===== src/rtl/dmem_arbiter.sv =====
// Two-port data-memory arbiter with a three-stage ARB/ISSUE/RESP pipeline.
// Port a is the pipeline MEM stage, port b is debug/DMA.
// Optional feature: define DMEM_ARB_ROUND_ROBIN_EN for round-robin contention
// resolution; otherwise port a has fixed priority.
module dmem_arbiter #(
  parameter int unsigned ADDR_BUS_WIDTH = 32,
  parameter int unsigned DATA_BUS_WIDTH = 32,
  parameter int unsigned MEM_BYTES      = 64
) (
  input  logic                      clk,
  input  logic                      rst_n,
  input  logic                      a_req,
  input  logic                      a_we,
  input  logic [ADDR_BUS_WIDTH-1:0] a_addr,
  input  logic [DATA_BUS_WIDTH-1:0] a_wdata,
  input  logic                      b_req,
  input  logic                      b_we,
  input  logic [ADDR_BUS_WIDTH-1:0] b_addr,
  input  logic [DATA_BUS_WIDTH-1:0] b_wdata,
  output logic                      a_gnt,
  output logic                      b_gnt,
  output logic                      a_rvalid,
  output logic                      b_rvalid,
  output logic [DATA_BUS_WIDTH-1:0] rdata,
  output logic                      err,
  output logic [ADDR_BUS_WIDTH-1:0] mem_addr,
  output logic [DATA_BUS_WIDTH-1:0] mem_write_data,
  output logic                      mem_write_en,
  input  logic [DATA_BUS_WIDTH-1:0] mem_read_data
);

  // Highest legal word-aligned byte address.
  localparam logic [ADDR_BUS_WIDTH-1:0] MaxAddr = ADDR_BUS_WIDTH'(MEM_BYTES - 4);

`ifdef DMEM_ARB_ROUND_ROBIN_EN
  logic last_b_q, last_b_d;

  // Round-robin grant: on contention the port not granted most recently wins.
  always_comb begin
    a_gnt    = rst_n & a_req & (~b_req | last_b_q);
    b_gnt    = rst_n & b_req & (~a_req | ~last_b_q);
    last_b_d = last_b_q;
    if (a_gnt) begin
      last_b_d = 1'b0;
    end else if (b_gnt) begin
      last_b_d = 1'b1;
    end
  end

  // Arbitration pointer; reset means "b last granted" so a wins first contention.
  always_ff @(posedge clk or negedge rst_n) begin
    if (!rst_n) begin
      last_b_q <= 1'b1;
    end else begin
      last_b_q <= last_b_d;
    end
  end
`else
  // Fixed priority grant: a always wins, b waits.
  always_comb begin
    a_gnt = rst_n & a_req;
    b_gnt = rst_n & b_req & ~a_req;
  end
`endif

  logic                      any_gnt;
  logic                      sel_we;
  logic [ADDR_BUS_WIDTH-1:0] sel_addr;
  logic [DATA_BUS_WIDTH-1:0] sel_wdata;
  logic                      sel_err;

  // Select the granted request and classify misaligned/out-of-range addresses.
  always_comb begin
    any_gnt   = a_gnt | b_gnt;
    sel_we    = a_gnt ? a_we    : b_we;
    sel_addr  = a_gnt ? a_addr  : b_addr;
    sel_wdata = a_gnt ? a_wdata : b_wdata;
    sel_err   = (sel_addr[1:0] != 2'b00) || (sel_addr > MaxAddr);
  end

  logic                      iss_valid_q;
  logic                      iss_port_q;   // 0 = a, 1 = b
  logic                      iss_we_q;
  logic [ADDR_BUS_WIDTH-1:0] iss_addr_q;
  logic [DATA_BUS_WIDTH-1:0] iss_wdata_q;
  logic                      iss_err_q;

  // ARB stage: latch the granted request; payload holds while idle.
  always_ff @(posedge clk or negedge rst_n) begin
    if (!rst_n) begin
      iss_valid_q <= 1'b0;
      iss_port_q  <= 1'b0;
      iss_we_q    <= 1'b0;
      iss_addr_q  <= '0;
      iss_wdata_q <= '0;
      iss_err_q   <= 1'b0;
    end else begin
      iss_valid_q <= any_gnt;
      if (any_gnt) begin
        iss_port_q  <= b_gnt;
        iss_we_q    <= sel_we;
        iss_addr_q  <= sel_addr;
        iss_wdata_q <= sel_wdata;
        iss_err_q   <= sel_err;
      end
    end
  end

  logic                      rsp_valid_q;
  logic                      rsp_port_q;
  logic                      rsp_err_q;
  logic [DATA_BUS_WIDTH-1:0] rdata_q;

  // ISSUE stage: capture read data (zero for writes and rejected requests).
  always_ff @(posedge clk or negedge rst_n) begin
    if (!rst_n) begin
      rsp_valid_q <= 1'b0;
      rsp_port_q  <= 1'b0;
      rsp_err_q   <= 1'b0;
      rdata_q     <= '0;
    end else begin
      rsp_valid_q <= iss_valid_q;
      if (iss_valid_q) begin
        rsp_port_q <= iss_port_q;
        rsp_err_q  <= iss_err_q;
        rdata_q    <= (!iss_we_q && !iss_err_q) ? mem_read_data : '0;
      end
    end
  end

  // Memory drive and RESP-stage outputs.
  always_comb begin
    mem_addr       = iss_addr_q;
    mem_write_data = iss_wdata_q;
    mem_write_en   = iss_valid_q & iss_we_q & ~iss_err_q;
    a_rvalid       = rsp_valid_q & ~rsp_port_q;
    b_rvalid       = rsp_valid_q & rsp_port_q;
    err            = rsp_valid_q & rsp_err_q;
    rdata          = rdata_q;
  end

endmodule

===== config.mk =====
export PLATFORM = sky130hd
export DESIGN_NAME = dmem_arbiter
export DESIGN_NICKNAME = d
export VERILOG_FILES = /design/src/rtl/dmem_arbiter.sv
export SDC_FILE = /design/constraint.sdc
export NUM_CORES = 1
export LEC_CHECK = 0
export BUFFER_PORTS_ARGS = -buffer_cell sky130_fd_sc_hd__buf_2
export CAP_MARGIN = 20
export CORE_ASPECT_RATIO = 1.75
export CORE_UTILIZATION = 40
export CTS_CLUSTER_DIAMETER = 60
export DETAILED_ROUTE_END_ITERATION = 10
export GPL_TIMING_DRIVEN = 0
export PLACE_DENSITY_LB_ADDON = 0.08
export SLEW_MARGIN = 20
export SYNTH_ARGS = -nofsm -noshare
export SYNTH_HDL_FRONTEND = slang
export SYNTH_SLANG_ARGS = --single-unit

===== constraint.sdc =====
create_clock -name clk -period 1.3 [get_ports clk]
set_clock_uncertainty 0.2 [all_clocks]
set_input_delay 0.26 -clock clk [delete_from_list [all_inputs] [get_ports clk]]
set_output_delay 0.26 -clock clk [all_outputs]
set_load 0.02 [all_outputs]

======== Word level (Yosys, flattened, before mapping) ========
Cells that the tools add are included.
Widths: inputs -> output; s select.
storage, ports and cells
  register bits after elaboration ......... 103
  latch bits .............................. 0
  RAM bits ................................ 0
  memory bits (read-only) ................. 0
  input port bits ......................... 166
  output and inout bits ................... 102
  logic and storage cells ................. 32
  memories ................................ 0
operators by class
  $add $sub $neg .......................... 0
  $mul .................................... 0
  divide/modulo/power cells ............... 0
  order comparisons ....................... 1
  equality and inequality tests ........... 0
  shift-type cells ........................ 0
  multiplexer cells ....................... 4
  bitwise operators ....................... 12
  reduce and logical (&&, ||, !) cells .... 5
operators by type and width
  cell                 count
  $mux 32              3
  $gt 32x6->1 const B  1
  $and 1x1->1          8
  $not 1->1            3
  $logic_not 1->1      2
  $reduce_bool 2->1    1
  $logic_and 1x1->1    1
  $logic_or 1x1->1     1
  $mux 1               1
  $or 1x1->1           1

======== Longest topological paths before layout ========
  depth after elaboration ................. 4
  mapped depth ............................ 5
  gate-level depth less buffers ........... 5

======== Worst setup path before layout ========
No wires, ideal clock.
  path type ............................... reg2reg
  start ................................... register iss_valid_q
  end ..................................... register rdata_q[0], in the netlist rdata[0]
  library setup time ...................... 0.077 ns
  arrival time ............................ 1.003 ns
  required time ........................... 1.023 ns
  setup slack ............................. 0.020 ns
  cell stages (with the launch flop) ...... 6
  path buffers ............................ 2
  period minus slack after synthesis ...... 1.280 ns
  cells stage by stage .................... dfrtp_1 buf_4 nor3b_4 buf_6 nand2_1 o21ai_1
RTL lines
  what                      RTL line  RTL
  start: declaration        81        logic iss_valid_q;
  start signal: assignment  98        iss_valid_q <= any_gnt;
  end signal: assignment    126       rdata_q <= (!iss_we_q && !iss_err_q) ? mem_read_data : '0;
  end: declaration          112       logic [DATA_BUS_WIDTH-1:0] rdata_q;

======== Final worst setup path ========
  start ................................... register iss_valid_q
  end ..................................... output mem_write_en
on the way
  word-level cells in the longest chain between the ends .. 2
RTL lines
  what                       RTL line  RTL
  $and 1x1->1 (2 in series)  135       mem_write_en = iss_valid_q & iss_we_q & ~iss_err_q;
  end: declaration           28        output logic mem_write_en,
Every way passes these cells.

==> results.yml <==
run_status:
  status: "finished with violations"
  violations: "DRC, hold timing, setup timing"
die:
  die_w_um: 84.15
  ios: 268
  start_util_pct: 41.01
  fp.dieH_um: 145.8
  die_area_um2: 12260
  core_um2: 11520
  rows: 52
setup_path:
  crit_path_end_kind: "output port"
  critPathRequiredTime_ns: 0.84
  crit_path_max_fanout: 2
  crit_path_start: "iss_valid_q"
  r2r_cells: 7
  worst-setup-path-type: "flip-flop to output port"
  arrival_ns: 1.17
  timing.rr.start: "iss_valid_q"
  startpoint_type: "flip-flop"
grt:
  grtUsageTotal_pct: 29.09
  grt_pass1_wl_mm: 27.49
  grt_pass1_vias: 5728
  antenna_found_initial: 1
  grt_max_degree: 35
  overflow: 0
cts:
  cts_num_sinks: 103
  numCtsBuffers: 9
  cts_root_buffer: "clkbuf_16"
  clock_latency_ns: 0.34
  path_clk_slew_ns: 0.07
  htree_levels: 3
  tritoncts: "yes"
  cts_buffer_depth: 2
routing:
  wl_met2_mm: 10.45
  drt_iter0_drc: 129
  first_pass_iters: 7
  via_count: 5144
  wl_met3_mm: 1.065
  avgRoutedWirePerCell_um: 17.58
  wl_mm: 18.26
  m1WireLength_mm: 6.023
  vias_per_cell: 4.951
  routed.top_layer: "met4"
  drtAntennaViolNets: 0
  drc_errors: 29
sta:
  rsz0062_at_grt: "yes"
  worst_pin_slew_ns: 0.9614
  fin_crit_ns: 1.633
  fin_ws_ns: -0.3333
  fin_crit_sh_pct: 125.6
  whs_ns: -0.09903
  max_freq_mhz: 612.3
  slew_violations: 0
  hold_violations: 10
  setup_viol: 171
  relSlewSlack_pct: 35.70
power:
  pwr-share-comb_pct: 28.1
  p_sw_uw: 2626
  clock_power_share_pct: 30.8
  seq_power_share_pct: 41.1
  powerDensity_nw_per_um2: 1022
  irDropWorstVdd_uv: 733.2
  leakage_uw: 0.004581
  p_sw_share_pct: 29.17
  power_uw: 9001
  intPower_uw: 6375
cells_and_area:
  fin_cells: 1039
  regArea_um2: 2577
  drive_gt1_share_pct: 44.30
  nFillCells: 780
  multiInputGateArea_um2: 1815
  final_nets: 1065
  area.growth.synth_to_final_pct: 86.54
synthesis:
  synth-compound-area-share_pct: 11.23
  synth_top_family_by_area: "multiplexers"
  synth_xor_area_share_pct: 0
  yosysSeqAreaShare_pct: 54.57
  synth_top_cell_area_share_pct: 54.57
  synth-seq-cells: 103
  syn_nets: 628
  ys_types: 26
  synth_mux_area_share_pct: 14.25
  synth_area_um2: 4723
  syn_area_per_cell_um2: 10.22
  netlist_instances: 462
  synthAdderAreaFrac_pct: 0
  synth_top_cells_by_area: "dfrtp_1 55%, mux2i_1 14%, o21ai_1 10%"
  post-synth-top-area-cell: "dfrtp_1"
  yosysWarnings: 0
  synth-simple-area-share_pct: 12.05
place:
  port_buffers: 267
  routabilityCongestion: 0.8668
  dp_cells: 865
  hpwl_mm: 11.30
job:
  cap_violations: 0
hold_path:
  hold_path.class: "primary input to asynchronous set/reset pin"
==> per-stage QoR <==
| step | area, µm² | hold slack (ns) | utilization [%] | setup TNS (ns) | setup slack (ns) |
|---|---|---|---|---|---|
| floorplan | 4723 | -0.2356 | - | 0 | 0.02012 |
| global placement | 6228 | 0.1602 | 54.09 | -304.11 | -2.238 |
| detailed placement | 6262 | -0.008617 | 54.38 | -54.37 | -0.8088 |
| CTS | 8506 | 0.0005265 | 73.86 | -24.32 | -0.3244 |
| global route | 8811 | -0.07768 | 76.51 | -29.29 | -0.3887 |
| finish | 8811 | -0.09903 | 76.51 | -19.25 | -0.3333 |
==> registers in the layout, summed over array words and instances (netlist names) <==
signal,cells
mem_write_data,32
iss_valid_q,1
rsp_valid_q,1
mem_addr,32
iss_err_q,1
iss_we_q,1
rsp_err_q,1
iss_port_q,1
rsp_port_q,1
rdata,32
==> layout make-up <==
type                       instances  area share [%]
antenna                            1         0.02840
inverter                          34           1.590
clock inverter                     6          0.8662
sequential                       103           29.25
timing repair buffer             426           40.27
tap                              135           1.917
buffer                            27           2.911
multi-input combinational        298           20.60
clock buffer                       9           2.556
==> Yosys cell counts, drive strengths merged <==
| master | number |
|---|---|
| nor2b | 1 |
| a21oi | 3 |
| buf | 19 |
| nor2 | 5 |
| dfrtp | 103 |
| and2 | 2 |
| nand4 | 2 |
| nor4 | 10 |
| o21ai | 98 |
| o22ai | 1 |
| nor3b | 1 |
| mux2 | 2 |
| and3b | 1 |
| nand3 | 4 |
| inv | 33 |
| nor3 | 4 |
| clkinv | 1 |
| clkbuf | 8 |
| nand2 | 99 |
| mux2i | 65 |
==> metal layers <==
layer | up-vias | global-route usage [%]
met5 | - | 0
met4 | 0 | 14.48
met3 | 50 | 6.750
met2 | 206 | 56.84
met1 | 2458 | 27.48
li1 | 2430 | -
==> placed cells by master, fill, tap and decap left out, types with 4 or more instances in the layout <==
| cell type | netlist | final |
|---|---|---|
| buf_4 | 1 | 62 |
| nor2_1 | 5 | 5 |
| clkbuf_2 | 0 | 7 |
| clkbuf_16 | 0 | 9 |
| nor3_1 | 4 | 4 |
| nor4_1 | 10 | 10 |
| buf_2 | 0 | 164 |
| nand2_2 | 0 | 4 |
| dlygate4sd3_1 | 0 | 87 |
| dfrtp_1 | 103 | 103 |
| bufbuf_16 | 0 | 4 |
| mux2i_1 | 65 | 63 |
| o21ai_1 | 95 | 94 |
| nand2_1 | 98 | 94 |
| buf_6 | 18 | 124 |
| inv_1 | 33 | 33 |
==> kinds of logic (layout without fill, tap and decap cells) <==
kind of cell,count (synthesis),in the layout
muxes,67,67
buffers and inverters,61,502
AOI/OAI and AO/OA,102,102
other,0,1
DFF,103,103
and+or+nand+nor,129,129
==> timing repair <==
action                     CTS  global route
buffers inserted            28            35
cloned                       7             0
gates resized for setup    225            15
pin swaps                    1             0
hold endpoints to repair   163            45
setup endpoints to repair  202           217
hold buffers                88             2
==> power by group through the flow <==
stage	logic, µW	registers, µW	clock network (µW)
finish	2530	3700	2770
global route	2690	3730	2960
CTS	2380	3700	2810
detailed placement	1690	3690	0
global placement	1650	3680	0
floorplan	543	4020	0
==> worst max-delay path, cell delays in order, from the launching register on <==
cell,delay [ns]
dfrtp_1,0.39
buf_6,0.12
and3b_1,0.18
buf_6,0.13
==> final timing paths <==
| path | slack, ns | endpoint |
|---|---|---|
| setup / recovery | -0.33 | mem_write_en |
| hold / removal | -0.1 | mem_write_data[11] |
| setup reg to reg | -0.24 | rdata[24] |
| hold reg to reg | 0.21 | rsp_valid_q |
| max in group asynchronous | -0.21 | mem_addr[27] |
| min in group clk | 0 | mem_write_data[12] |
Note: power is estimated with default switching activity, not from simulation.
